**src/rtl/input_router_pkt.sv**
```systemverilog
// Per-input-port route computation for the NoC router: dimension-ordered routing of head flits,
// per-VC packet tracking so body/tail flits reuse the head's route, and protocol error pulses.
module input_router_pkt #(
  parameter int unsigned ROUTER_X_ID = 0,
  parameter int unsigned ROUTER_Y_ID = 0,
  parameter int unsigned X_WIDTH     = 2,
  parameter int unsigned Y_WIDTH     = 2,
  parameter int unsigned N_VC        = 3,
  parameter int unsigned LEN_WIDTH   = 8,
  parameter int unsigned ROUTING_ALG = 0,
  localparam int unsigned VCW        = (N_VC > 1) ? $clog2(N_VC) : 1
) (
  input  logic                 clk,
  input  logic                 arst,
  input  logic                 flit_valid_i,
  input  logic                 flit_ready_i,
  input  logic [1:0]           flit_type_i,
  input  logic [VCW-1:0]       flit_vc_i,
  input  logic [X_WIDTH-1:0]   x_dest_i,
  input  logic [Y_WIDTH-1:0]   y_dest_i,
  input  logic [LEN_WIDTH-1:0] pkt_len_i,
  output logic [4:0]           route_o,
  output logic [N_VC-1:0]      vc_busy_o,
  output logic                 err_orphan_o,
  output logic                 err_head_o,
  output logic                 err_len_o,
  output logic [VCW-1:0]       err_vc_o
);

  localparam logic [4:0] R_LOCAL = 5'b10000;
  localparam logic [4:0] R_EAST  = 5'b01000;
  localparam logic [4:0] R_WEST  = 5'b00100;
  localparam logic [4:0] R_SOUTH = 5'b00010;
  localparam logic [4:0] R_NORTH = 5'b00001;

  localparam logic [X_WIDTH-1:0]   X_ID    = X_WIDTH'(ROUTER_X_ID);
  localparam logic [Y_WIDTH-1:0]   Y_ID    = Y_WIDTH'(ROUTER_Y_ID);
  localparam logic [LEN_WIDTH-1:0] LEN_ONE = LEN_WIDTH'(1);

  typedef enum logic {IDLE, ACTIVE} vc_state_t;

  vc_state_t            state_q [N_VC];
  vc_state_t            state_d [N_VC];
  logic [LEN_WIDTH-1:0] cnt_q   [N_VC];
  logic [LEN_WIDTH-1:0] cnt_d   [N_VC];
  logic [4:0]           rtab_q  [N_VC];
  logic [4:0]           rtab_d  [N_VC];

  logic           err_orphan_d, err_head_d, err_len_d;
  logic [VCW-1:0] err_vc_d;
  logic           vc_ok, is_head, is_tail, accept;
  logic           sel_active;
  logic [4:0]     sel_route, head_route;

  // Dimension-ordered route for a head flit; unsigned coordinate compares.
  function automatic logic [4:0] calc_route(input logic [X_WIDTH-1:0] x,
                                            input logic [Y_WIDTH-1:0] y);
    logic [4:0] r;
    if (x == X_ID && y == Y_ID)  r = R_LOCAL;
    else if (ROUTING_ALG == 0) begin
      if (x > X_ID)              r = R_SOUTH;
      else if (x < X_ID)         r = R_NORTH;
      else                       r = (y < Y_ID) ? R_WEST : R_EAST;
    end else begin
      if (y > Y_ID)              r = R_EAST;
      else if (y < Y_ID)         r = R_WEST;
      else                       r = (x < X_ID) ? R_NORTH : R_SOUTH;
    end
    return r;
  endfunction

  // Decode of the presented flit and lookup of its VC's stored context.
  always_comb begin
    vc_ok      = {1'b0, flit_vc_i} < (VCW+1)'(N_VC);
    is_head    = (flit_type_i == 2'b00);
    is_tail    = (flit_type_i == 2'b10);
    accept     = flit_valid_i & flit_ready_i & vc_ok;
    head_route = calc_route(x_dest_i, y_dest_i);
    sel_active = 1'b0;
    sel_route  = '0;
    for (int v = 0; v < int'(N_VC); v++) begin
      if (flit_vc_i == VCW'(v)) begin
        sel_active = (state_q[v] == ACTIVE);
        sel_route  = rtab_q[v];
      end
    end
    route_o = '0;
    if (flit_valid_i && vc_ok) begin
      if (is_head)         route_o = head_route;
      else if (sel_active) route_o = sel_route;
    end
  end

  // Per-VC next-state logic; only the addressed VC moves, and only on accept.
  always_comb begin
    err_orphan_d = 1'b0;
    err_head_d   = 1'b0;
    err_len_d    = 1'b0;
    err_vc_d     = err_vc_o;
    for (int v = 0; v < int'(N_VC); v++) begin
      state_d[v] = state_q[v];
      cnt_d[v]   = cnt_q[v];
      rtab_d[v]  = rtab_q[v];
      if (accept && flit_vc_i == VCW'(v)) begin
        if (is_head) begin
          err_head_d = (state_q[v] == ACTIVE);
          rtab_d[v]  = head_route;
          cnt_d[v]   = pkt_len_i;
          state_d[v] = (pkt_len_i != '0) ? ACTIVE : IDLE;
        end else if (state_q[v] == IDLE) begin
          err_orphan_d = 1'b1;
        end else if (is_tail) begin
          err_len_d  = (cnt_q[v] != LEN_ONE);
          state_d[v] = IDLE;
        end else if (cnt_q[v] == LEN_ONE) begin
          err_len_d  = 1'b1;
          state_d[v] = IDLE;
        end else begin
          cnt_d[v] = cnt_q[v] - LEN_ONE;
        end
      end
    end
    if (err_orphan_d || err_head_d || err_len_d) err_vc_d = flit_vc_i;
  end

  always_ff @(posedge clk or posedge arst) begin
    if (arst) begin
      for (int v = 0; v < int'(N_VC); v++) begin
        state_q[v] <= IDLE;
        cnt_q[v]   <= '0;
        rtab_q[v]  <= '0;
      end
      err_orphan_o <= 1'b0;
      err_head_o   <= 1'b0;
      err_len_o    <= 1'b0;
      err_vc_o     <= '0;
    end else begin
      for (int v = 0; v < int'(N_VC); v++) begin
        state_q[v] <= state_d[v];
        cnt_q[v]   <= cnt_d[v];
        rtab_q[v]  <= rtab_d[v];
      end
      err_orphan_o <= err_orphan_d;
      err_head_o   <= err_head_d;
      err_len_o    <= err_len_d;
      err_vc_o     <= err_vc_d;
    end
  end

  always_comb begin
    for (int v = 0; v < int'(N_VC); v++) vc_busy_o[v] = (state_q[v] == ACTIVE);
  end

endmodule

```
**config.mk**
```make
export PLATFORM = sky130hd
export DESIGN_NAME = input_router_pkt
export DESIGN_NICKNAME = d
export VERILOG_FILES = /design/src/rtl/input_router_pkt.sv
export SDC_FILE = /design/constraint.sdc
export NUM_CORES = 1
export LEC_CHECK = 0
export ABC_AREA = 1
export CORE_UTILIZATION = 50
export CTS_CLUSTER_DIAMETER = 30
export DETAILED_ROUTE_END_ITERATION = 8
export GPL_ROUTABILITY_DRIVEN = 0
export HOLD_SLACK_MARGIN = 0.03
export MAX_ROUTING_LAYER = met4
export PLACE_DENSITY = 0.83
export RECOVER_POWER = 25
export SLEW_MARGIN = 20
export SYNTH_ARGS = -nofsm -noshare
export SYNTH_HDL_FRONTEND = slang
export SYNTH_SLANG_ARGS = --single-unit
export TNS_END_PERCENT = 5
```
**constraint.sdc**
```tcl
create_clock -name clk -period 1.6 [get_ports clk]
set_input_delay 0.16 -clock clk [delete_from_list [all_inputs] [get_ports clk]]
set_output_delay 0.16 -clock clk [all_outputs]
set_load 0.03 [all_outputs]
```
After elaboration in Yosys (flattened, before gate mapping) --
Cells that the tools add are included.
Operators by class: mux-type cells 68, order comparisons 4, reductions and logical operators 21, bitwise gates (word level) 2, equality and inequality tests 13, $add $sub $neg 3
Operator list (number):
- 8-bit 2-to-1 mux | 12
- 1-bit 2-to-1 mux | 46
- 5-bit 2-to-1 mux | 8
- 8-bit by 1-bit equality test with 1-bit output (second input constant) | 3
- 8-bit by 1-bit inequality test with 1-bit output (second input constant) | 3
- 8-bit by 1-bit subtractor with 8-bit output (second input constant) | 3
- 4-bit AND reduction | 3
- 2-bit logical NOT | 4
- 4-bit 2-to-1 mux | 2
- 2-bit inequality test (second input constant) | 4
- 8-bit nonzero test | 1
- 2-bit AND reduction | 3
- 2-bit nonzero test | 3
- 1-bit logical AND | 5
- 2-bit equality test (second input constant) | 2
- 2-bit by 1-bit < comparator with 1-bit output (second input constant) | 2
- 1-bit bitwise AND | 2
- 2-bit by 1-bit equality test with 1-bit output (second input constant) | 1
- 2-bit by 1-bit > comparator with 1-bit output (second input constant) | 1
- 1-bit logical OR | 2
- 2-bit < comparator (second input constant) | 1
Word-level totals: bits in registers 47, input bits 20, logic and storage cells 124, output and inout port bits 13

Depth between registers and ports, before layout --
Gate-level depths: netlist of the first run.
depth in word-level cells 17, depth in mapped cells 11, depth with buffers taken out 11

Worst setup path after synthesis of the first run --
Ideal clock, no wire load.
kind reg2out, from register state_q (netlist bit vc_busy_o[2]), to output port route_o[1], cell stages (with the launch flop) 5, data arrival time 1602 ps, slack -162 ps, path buffers 0, cells stage by stage dfrtp_1 inv_1 a221oi_2 nand3_1 a21oi_1
On the way: cells in the longest elaborated chain, start to end 4
Ends and longest elaborated chain:
- start: declaration | line 42 | vc_state_t state_q [N_VC];
- start signal: indexed assignment | line 139 | state_q[v] <= state_d[v];
- 1-bit 2-to-1 mux | line 82 | if (flit_vc_i == VCW'(v)) begin
- 5-bit 2-to-1 mux | line 90 | else if (sel_active) route_o = sel_route;
- 5-bit 2-to-1 mux | line 89 | if (is_head) route_o = head_route;
- 5-bit 2-to-1 mux | line 88 | if (flit_valid_i && vc_ok) begin
- end: declaration | line 22 | output logic [4:0] route_o,
No other way between the ends.

Worst setup path in the final report of the first run --
from register cnt_q[19] in the netlist's numbering, to register err_vc_o[0]
On the way: cells in the longest elaborated chain, start to end 17, elaborated cells between the ends (all ways) 18
Ends and longest elaborated chain:
- start: declaration | line 44 | logic [LEN_WIDTH-1:0] cnt_q [N_VC];
- start signal: indexed assignment | line 140 | cnt_q[v] <= cnt_d[v];
- 8-bit by 1-bit equality test with 1-bit output | line 115 | end else if (cnt_q[v] == LEN_ONE) begin
- 1-bit 2-to-1 mux | line 115
- 1-bit 2-to-1 mux * | line 112 | end else if (is_tail) begin
- 1-bit 2-to-1 mux * | line 110 | end else if (state_q[v] == IDLE) begin
- 1-bit 2-to-1 mux * | line 105 | if (is_head) begin
- 1-bit 2-to-1 mux * | line 104 | if (accept && flit_vc_i == VCW'(v)) begin
- 1-bit 2-to-1 mux | line 115
- 1-bit 2-to-1 mux | line 112
- 1-bit 2-to-1 mux | line 110
- 1-bit 2-to-1 mux | line 105
- 1-bit 2-to-1 mux * | line 104
- 1-bit 2-to-1 mux | line 115
- 1-bit 2-to-1 mux | line 112
- 1-bit 2-to-1 mux | line 110
- 1-bit 2-to-1 mux | line 105
- 1-bit 2-to-1 mux * | line 104
- 1-bit logical OR * | line 123 | if (err_orphan_d || err_head_d || err_len_d) err_vc_d = flit_vc_i;
- end signal: assignment | line 146 | err_vc_o <= err_vc_d;
- end: declaration | line 27 | output logic [VCW-1:0] err_vc_o
Every way passes the cells marked *; elsewhere a longest branch is shown, timed or not. A chain may end at the register's enable or synchronous reset.

==> impl_metrics.yaml, run 1 <==
status:
  status: "complete, but fails checks"
  failed_checks: "negative setup slack"
die:
  die_h_um: 74.8
  row_count: 26
  fp.dieW_um: 74.8
  dieArea_mm2: 0.00559
  core_area_mm2: 0.00511
  io_pins: 33
  start_util_pct: 51.8
cells_and_area:
  seq_area_mm2: 0.00103
  final_common_cell: "nand2_1"
  fill_cells: 378
  n_antenna_cell: 0
  utilization_pct: 73.2
  nets: 491
  area_growth_pct: 41.4
  most-common-layout-cells: "nand2_1 (92), buf_4 (67), dfrtp_1 (41)"
  finalInstanceArea_mm2: 0.00374
  drive_gt1_share_pct: 28.2
  multiInputGateArea_mm2: 0.00151
global_route:
  grt_usage_pct: 27.8
  grt_pass1_vias: 2639
  met1_usage_pct: 33.9
  use_met2_pct: 46.7
  antenna_found_initial: 0
  gr-usage-met3_pct: 4.28
  grt_pass1_wl_mm: 11.5
  grt_start_max_net_pins: 42
  busiest_layer: "met2"
  overflow: 0
detailed_routing:
  drt-initial-drc-count: 214
  ant_nets: 0
  drc_errors: 0
  drtPass1Iterations: 5
  vias: 2892
  wl_per_cell_um: 14.4
  via_per_inst: 5.41
  routed_wirelength_mm: 7.69
timing:
  setup_ws_ps: -146
  max_slew.worst_pin.slew_ps: 1020
  setup_viol: 5
  setup_tns_ps: -576
  period_needed_ps: 1750
  hold_slack_ps: 362
  rsz0062_at_grt: "true"
  fmax_mhz: 573
  hold_viol: 0
  fin_skew_ps: 6.49
  slew_violations: 0
  slew_headroom_pct: 31.9
  min_period_over_period_pct: 109
placed_design:
  post_dp_cell_area_mm2: 0.00344
  port_buffers: 30
  dp_hpwl_mm: 5.04
clock_tree:
  cts_tree: "done"
  ctsLongestPathBuffers: 2
  cts_hold_buf: 0
  htreeDepth: 2
  path_clk_slew_ps: 80
  cts_sinks: 41
  numCtsBuffers: 5
  cts_root_buf: "clkbuf_8"
  clk_latency_ps: 300
power:
  power_density_mw_per_mm2: 1170
  p_leak_nw: 1.78
  vdd_ir_drop_max_uv: 538
hold_path:
  hold_class: "input pin to register"
  hp-start: "flit_vc_i[1]"
worst_setup_path:
  arrival_ps: 1930
  crit_required_ps: 1780
  cp_common_cell: "nand3_2"
  cpPeakStageDelay_ps: 400
  path_max_fanout: 3
  endpoint_kind: "register"
  crit_start: "cnt_q[19]"
  r2r_start: "cnt_q[19]"
  start_kind: "register"
  cpMaxStageDelayCell: "dfrtp_1"
  worstPathCellList: "nor2_2 > nand2_2 > nor2_4 > nand3_2 > ha_4 > nand3_2 > nand3_2 > nand2_2 > buf_6 > o2111ai_2 > nand2_1"
  critical_path_class: "register to register"
synth:
  ys_ff_latch: 41
  ys_warn_count: 0
  avgSynthCellArea_um2: 7.25
  synthesis.area_mm2: 0.00265
  synthesis.instances: 365
  synth_cell_types: 39
  seq_area_frac_synth_pct: 38.8
flow_run:
  maxCapViolations: 0
[worst max-delay path, delay by kind of cell, from the launching register on]
| family | cells | cell delay (ps) |
|---|---|---|
| buffers and inverters | 1 | 120 |
| adders and majority gates | 1 | 270 |
| DFF | 1 | 400 |
| AOI/OAI and AO/OA | 1 | 60 |
| and+or+nand+nor | 8 | 770 |
[final cells by class]
cell class	instances	area share [%]
multi-input combinational	268	40.4
sequential	41	27.4
timing repair buffer	100	22.3
inverter	48	4.82
clock buffer	7	2.58
tap	70	2.34
clock inverter	1	0.134
[flip-flops by register name, indices dropped and copies added (netlist names)]
register	count
err_head_o	1
err_orphan_o	1
cnt_q	24
err_vc_o	2
vc_busy_o	3
rtab_q	9
err_len_o	1
[stage by stage]
step	total power [mW]	std cells	setup slack [ps]
2_1_floorplan	2.63	366	-81.2
3_3_place_gp	3.21	516	-216
3_5_place_dp	3.31	516	-341
4_1_cts	4.15	531	-158
5_1_grt	4.65	535	-245
6_report	4.36	535	-146
[synth_stat cells]
library cell,number,area [um^2]
nand2_2,1,6.26
ha_1,7,87.6
conb_1,1,3.75
inv_2,5,18.8
a31oi_1,5,31.3
o22ai_1,1,6.26
o31ai_1,1,7.51
nand2_4,1,11.3
a21oi_1,9,45.0
nor4_1,3,18.8
buf_2,2,10.0
o2111ai_1,2,17.5
o21ai_1,8,40.0
a21boi_1,1,7.51
o21a_1,2,15.0
mux2_2,3,33.8
o221ai_1,1,8.76
xor2_1,6,52.6
o21ai_4,1,16.3
nand3b_1,1,7.51
buf_6,3,33.8
nand3_2,1,10.0
a21oi_4,1,16.3
o211ai_1,1,7.51
nand2_1,96,360
dfrtp_1,41,1030
nor3_2,1,10.0
buf_4,3,22.5
or2_2,1,6.26
nand4_1,1,6.26
a221oi_2,1,15.0
clkbuf_1,1,3.75
nor3_1,5,25.0
nor2_2,5,31.3
nand3_1,19,95.1
nor2_1,38,143
nor2_4,2,22.5
o21ai_0,41,205
inv_1,43,161
[layer usage]
metal	routed length (um)	up-vias
li1	-	1384
met1	3240	1367
met2	3850	115
met3	376	26
met4	214	0
met5	0	-
[power by group]
group	switching (mW)	total, mW	leakage (nW)	internal [mW]
Sequential	0.228	1.57	0.503	1.34
Combinational	1.12	2.02	1.22	0.896
Clock	0.380	0.771	0.0542	0.391
[cell families after synthesis]
| kind of cell | Yosys count | share of synthesized area, % |
|---|---|---|
| other cells | 1 | 0.142 |
| xor+xnor | 6 | 1.99 |
| mux | 3 | 1.28 |
| simple gates | 175 | 28.5 |
| buf+inv | 57 | 9.46 |
| flops | 41 | 38.8 |
| fa+ha+maj | 7 | 3.31 |
| compound gates | 75 | 16.6 |
[path summary, 6_finish.rpt]
check	end	slack, ps	depth (start not counted)
min	err_vc_o[1]	360	4
min in group asynchronous	cnt_q[1]	610	3
max reg2reg	err_vc_o[0]	-150	11
max in group asynchronous	cnt_q[5]	370	3
min reg2reg	rtab_q[3]	500	1
max	err_vc_o[0]	-150	11
[what timing repair did]
item	CTS	global route
buffers inserted	7	4
setup endpoints to repair	12	23
resized for setup	17	23
pin swaps	11	14
No activity file was read; power rests on OpenSTA's default activity.
==> run 2: changes to the inputs <==
--- a/config.mk
+++ b/config.mk
@@ -5,7 +5,7 @@
 export SDC_FILE = /design/constraint.sdc
 export NUM_CORES = 1
 export LEC_CHECK = 0
-export ABC_AREA = 1
+export ABC_AREA = 0
 export CORE_UTILIZATION = 50
 export CTS_CLUSTER_DIAMETER = 30
 export DETAILED_ROUTE_END_ITERATION = 8
@@ -14,6 +14,7 @@
 export MAX_ROUTING_LAYER = met4
 export PLACE_DENSITY = 0.83
 export RECOVER_POWER = 25
+export SETUP_SLACK_MARGIN = 0.1
 export SLEW_MARGIN = 20
 export SYNTH_ARGS = -nofsm -noshare
 export SYNTH_HDL_FRONTEND = slang
==> run 2 against run 1 <==
  * The flow still finishes with violations (negative setup slack)
  * Via count is 3.2% lower
  * Non-clock buffer count is 16 higher
  * Core utilization is 5.5 points higher
  * Sequential cell count stayed put
  * Synthesized cell count is 19% lower
  * Largest power group unchanged
  * Clock skew is 2.3 ps higher
  * Total power is 12% higher
  * Global-route usage is 4.2 points higher
  * Routed wire length is 3.2% higher
  * Critical endpoint unchanged
==> impl_metrics.yaml, run 2 <==
timing:
  hold_slack_ps: 269
  min_period_over_period_pct: 165
  setup_ws_ps: -1040
  max_slew.worst_pin.slew_ps: 1050
  fin_skew_ps: 8.83
  fmax_mhz: 378
  hold_viol: 0
  period_needed_ps: 2640
  slew_violations: 0
  slew_headroom_pct: 30.0
  setup_tns_ps: -10070
  rsz0062_at_grt: "true"
  setup_viol: 32
synth:
  yosys-top-cells-count: "dfrtp_1 (41), nor2_1 (33), a21oi_1 (31), nand2_1 (24), o21ai_0 (20)"
  avgSynthCellArea_um2: 8.75
  synth_top_area_cell: "dfrtp_1"
  ys_ff_latch: 41
  synth_top_cell_area_share_pct: 39.6
  synth_area_leaders: "dfrtp_1 (40%), a21oi_1 (6.0%), nor2_1 (4.8%)"
  async_flop_share_pct: 100
  ys_warn_count: 0
  synthesis.instances: 296
  synth_cell_types: 56
  synthesis.area_mm2: 0.00259
  synth_edf_count: 0
  seq_area_frac_synth_pct: 39.6
  synth_ff_type: "dfrtp_1"
  synth_most_common_cell: "dfrtp_1"
cells_and_area:
  top_register: "cnt_q"
  largest_reg_flops: 24
  fill_cells: 329
  drive_gt1_share_pct: 36.1
  final_common_cell: "buf_4"
  area_growth_pct: 47.5
  stdcell_count: 471
  n_antenna_cell: 0
  nets: 430
  most-common-layout-cells: "buf_4 (82), dfrtp_1 (41), nor2_1 (30)"
worst_setup_path:
  crit_required_ps: 1790
  worstPathCellList: "or4_4 > or4b_4 > ha_4 > nand2_2 > o32a_1 > o2bb2ai_2 > o221ai_2 > mux2_4"
  critical_path_class: "register to register"
  endpoint_kind: "register"
  start_kind: "register"
  reg2regPathDepth: 8
  cpMaxStageDelayCell: "or4_4"
  cp_num_buf_inv: 0
  cp_top_family: "simple AND/OR/NAND/NOR gates"
  path_max_fanout: 2
  arrival_ps: 2830
  timing.rr.end: "err_vc_o[0]"
  reg2reg_slack_ps: -1040
  cpPeakStageDelay_ps: 540
  r2r_start: "cnt_q[19]"
detailed_routing:
  drt-initial-drc-count: 191
  ant_nets: 0
  vias: 2800
  drtPass1Iterations: 5
  routed_wirelength_mm: 7.93
  drc_errors: 0
  via_per_inst: 5.94
  wl_per_cell_um: 16.8
clock_tree:
  cts_tree: "done"
  cts_sinks: 41
  htreeDepth: 2
  numCtsBuffers: 5
  path_clk_slew_ps: 80
  clk_latency_ps: 310
  cts_hold_buf: 0
  cts_root_buf: "clkbuf_8"
  ctsLongestPathBuffers: 2
global_route:
  grt_usage_pct: 32.1
  grt_pass1_vias: 2720
  antenna_found_initial: 0
  grt_start_max_net_pins: 42
  grt_pass1_wl_mm: 12.7
  overflow: 0
power:
  power_density_mw_per_mm2: 1280
  vdd_ir_drop_max_uv: 842
  p_leak_nw: 1.73
die:
  core_area_mm2: 0.00485
  dieArea_mm2: 0.00547
  io_pins: 33
  row_count: 25
  start_util_pct: 53.4
  fp.dieW_um: 74.0
  die_h_um: 74.0
placed_design:
  port_buffers: 30
  place_inst: 461
  dp_hpwl_mm: 5.45
hold_path:
  whs_endpoint: "err_head_o"
  hold_class: "input pin to register"
  whs_path_depth: 3
  hp-start: "flit_type_i[1]"
status:
  status: "complete, but fails checks"
  failed_checks: "negative setup slack"
flow_run:
  maxCapViolations: 0
## run 2: cell count changes in the layout (fill, tap and decap cells not counted), sizes merged, moves of 5 or more
cell and change:
a21oi +22, buf +17, inv -34, mux2 +6
mux2i +5, nand2 -74, nand3 -16, nor2 -12
o21ai -24, xor2 -6
## run 2: worst max path at each step
stage	slack, ps	from	end	cells after the start
global route	-1070	cnt_q[19]	err_vc_o[0]	8
finish	-1040	cnt_q[19]	err_vc_o[0]	8
floorplan	-1040	cnt_q[20]	err_vc_o[0]	8
global placement	-1010	cnt_q[22]	err_vc_o[1]	8
detailed placement	-1050	cnt_q[22]	err_vc_o[0]	8
CTS	-1020	cnt_q[19]	err_vc_o[1]	8
## run 2: power breakdown
part	total, mW	switching, mW	internal [mW]
Clock	0.893	0.386	0.507
Sequential	1.62	0.246	1.37
Combinational	2.38	1.18	1.20
Total	4.89	1.81	3.08
## run 2: tightest hold or removal path, cell delays in order
cell and delay [ps]:
dlymetal6s2s_1 140, or2_4 190, nor2_1 50
## run 2: logic make-up after synthesis
family	after synthesis	synth area share, %
buffers and inverters	31	5.51
multiplexers	14	5.85
XOR/XNOR	2	0.677
AO/OA/AOI/OAI	98	24.7
flip-flops	41	39.6
other	1	0.145
AND/OR/NAND/NOR	102	20.1
adder cells (fa/ha/maj)	7	3.38
## run 2: layout make-up
| cell class | count | area [um^2] | share of cell area, % |
|---|---|---|---|
| timing repair buffer | 116 | 972 | 25.5 |
| clock buffer | 6 | 82.6 | 2.16 |
| sequential | 41 | 1030 | 26.9 |
| tap | 67 | 83.8 | 2.20 |
| clock inverter | 2 | 37.5 | 0.983 |
| multi-input combinational | 225 | 1560 | 41.0 |
| inverter | 14 | 52.6 | 1.38 |
## run 2: per-stage QoR
stage               power (mW)  setup slack [ps]  utilization (%)  instance area (um^2)
global placement          3.71             -1010             73.0                  3540
detailed placement        3.83             -1050             73.0                  3540
CTS                       4.83             -1020             78.0                  3780
finish                    4.89             -1040             78.8                  3820
floorplan                 2.71             -1040                -                  2590
global route              5.17             -1070             78.8                  3820
## run 2: what timing repair did
| action | 4_1_cts | 5_1_grt |
|---|---|---|
| setup endpoints to repair | 40 | 43 |
| pin swaps | 17 | 4 |
| buffers inserted | 2 | 0 |
| gates resized for setup | 36 | 18 |
## run 2: routing by layer
metal / vias to the layer above / wire length, um / global-route usage (%)
li1: 1299 / - / -
met1: 1328 / 3220 / 35.7
met2: 135 / 4050 / 57.1
met3: 38 / 399 / 4.47
met4: 0 / 257 / 13.9
met5: - / 0 / -
==> run 3: changes to the inputs <==
==> constraint.sdc (replaced) <==
create_clock -name clk -period 1.6 [get_ports clk]
set_input_delay 0.4 -clock clk [delete_from_list [all_inputs] [get_ports clk]]
set_output_delay 0.4 -clock clk [all_outputs]
set_load 0.03 [all_outputs]
==> run 3 against run 2 <==
  * The run still ends with negative setup slack left
  * Routed wire length rose by 2.4%
  * Setup slack improved by 1.3 ps
  * Fmax barely moved
  * Critical path depth did not move
  * Final cell count rose by 0.64%
  * Design area rose by 0.33%
  * Clock-buffer cell count rose by 1
  * Via count fell by 1.4%
  * Worst hold slack improved by 210 ps
  * First-iteration DRC count fell by 29%
==> impl_metrics.yaml, run 3 (synthesis gave the netlist of run 2 again) <==
power:
  power_density_mw_per_mm2: 1270
  vdd_ir_drop_max_uv: 934
  p_leak_nw: 1.74
detailed_routing:
  drtPass1Iterations: 4
  drc_errors: 0
  via_per_inst: 5.82
  drt-initial-drc-count: 135
  ant_nets: 0
  routed_wirelength_mm: 8.12
  wl_per_cell_um: 17.1
  vias: 2760
cells_and_area:
  stdcell_count: 474
  utilization_pct: 79.0
  top_register: "cnt_q"
  drive_gt1_share_pct: 37.6
  n_antenna_cell: 0
  largest_reg_flops: 24
  nets: 433
  final_common_cell: "buf_4"
  area_growth_pct: 48.0
  most-common-layout-cells: "buf_4 (80), dfrtp_1 (41), nor2_1 (28), a21oi_1 (28), nand2_1 (23)"
die:
  core_area_mm2: 0.00485
  dieArea_mm2: 0.00547
  die_h_um: 74.0
  io_pins: 33
  start_util_pct: 53.4
  row_count: 25
  fp.dieW_um: 74.0
timing:
  max_slew.worst_pin.slew_ps: 1040
  slew_headroom_pct: 30.6
  period_needed_ps: 2640
  hold_viol: 0
  slew_violations: 0
  fin_skew_ps: 7.28
  min_period_over_period_pct: 165
  fmax_mhz: 378
  setup_viol: 26
  setup_tns_ps: -9830
  setup_ws_ps: -1040
  rsz0062_at_grt: "true"
clock_tree:
  ctsLongestPathBuffers: 2
  cts_root_buf: "clkbuf_8"
  cts_tree: "done"
  path_clk_slew_ps: 80
  cts_sinks: 41
  numCtsBuffers: 5
  htreeDepth: 2
  clk_latency_ps: 300
worst_setup_path:
  reg2reg_slack_ps: -1040
  endpoint_kind: "register"
  critical_path_class: "register to register"
  cp_num_buf_inv: 0
  arrival_ps: 2820
  crit_required_ps: 1780
  path_max_fanout: 2
  start_kind: "register"
  worstPathCellList: "or4_4 > or4b_4 > ha_4 > nand2_2 > o32a_1 > o2bb2ai_2 > o221ai_2 > mux2_4"
  cpPeakStageDelay_ps: 540
  cp_top_family: "simple AND/OR/NAND/NOR gates"
  cpMaxStageDelayCell: "or4_4"
status:
  status: "complete, but fails checks"
  failed_checks: "negative setup slack"
placed_design:
  port_buffers: 30
  place_inst: 463
  dp_hpwl_mm: 5.39
global_route:
  grt_start_max_net_pins: 42
  grt_pass1_wl_mm: 12.5
  grt_pass1_vias: 2720
  grt_usage_pct: 31.6
  overflow: 0
  antenna_found_initial: 0
hold_path:
  hold_class: "input pin to register"
flow_run:
  maxCapViolations: 0
==> run 3: cell count changes in the layout (fill, tap and decap cells not counted), sizes merged <==
| cell | previous run | this run |
|---|---|---|
| buf | 89 | 94 |
| clkbuf | 8 | 13 |
| clkdlybuf4s15 | 0 | 1 |
| clkdlybuf4s50 | 16 | 10 |
| clkinvlp | 1 | 0 |
| dlygate4sd2 | 4 | 7 |
| dlygate4sd3 | 1 | 0 |
| dlymetal6s2s | 4 | 1 |
==> run 3: worst register-to-register path: stages (launching register included) <==
cell       delay, ps
dfrtp_1          390
or4_4            540
or4b_4           530
ha_4             280
nand2_2           40
o32a_1           160
o2bb2ai_2        150
o221ai_2         110
mux2_4           330
==> run 3: final cells by class <==
cell class | count | area [um^2]
timing repair buffer | 119 | 975
inverter | 14 | 52.6
clock buffer | 7 | 86.3
sequential | 41 | 1030
clock inverter | 1 | 30.0
multi-input combinational | 225 | 1580
fill | 333 | 1020
tap | 67 | 83.8
==> run 3: path summary, 6_finish.rpt <==
| path | start | to | cells after the start |
|---|---|---|---|
| min | flit_vc_i[0] | err_vc_o[0] | 3 |
| max in group asynchronous | arst | rtab_q[14] | 3 |
| max reg2reg | cnt_q[22] | err_vc_o[1] | 8 |
| max | cnt_q[22] | err_vc_o[1] | 8 |
| min reg2reg | rtab_q[14] | rtab_q[14] | 1 |
| min in group asynchronous | arst | vc_busy_o[1] | 3 |
==> run 3: routing by layer <==
metal,wire length (um),global-route usage [%],share of wire (%),vias up
li1,-,-,-,1303
met1,3320,36.1,41,1334
met2,4260,54.8,52,104
met3,381,4.88,4.7,19
met4,159,13.2,2.0,0
met5,0,-,0,-
==> run 3: power breakdown <==
part	internal, mW	total [mW]	switching, mW
registers	1.37	1.61	0.240
logic	1.20	2.39	1.19
clock network	0.509	0.866	0.357
total	3.08	4.87	1.78
==> run 3: what timing repair did <==
action	CTS	global route
pin swaps	10	12
gates resized for setup	52	27
hold endpoints to repair	0	0
setup buffers	2	1
hold buffers	0	0
setup endpoints to repair	51	41
==> run 3: per-stage QoR <==
step	cell area (um^2)	hold WS, ps	power, mW	setup WS, ps
CTS	3780	469	4.75	-995
global route	3830	467	5.16	-1090
finish	3830	478	4.87	-1040
detailed placement	3550	474	3.83	-1070
floorplan	2590	449	2.71	-1040
global placement	3550	463	3.72	-1010
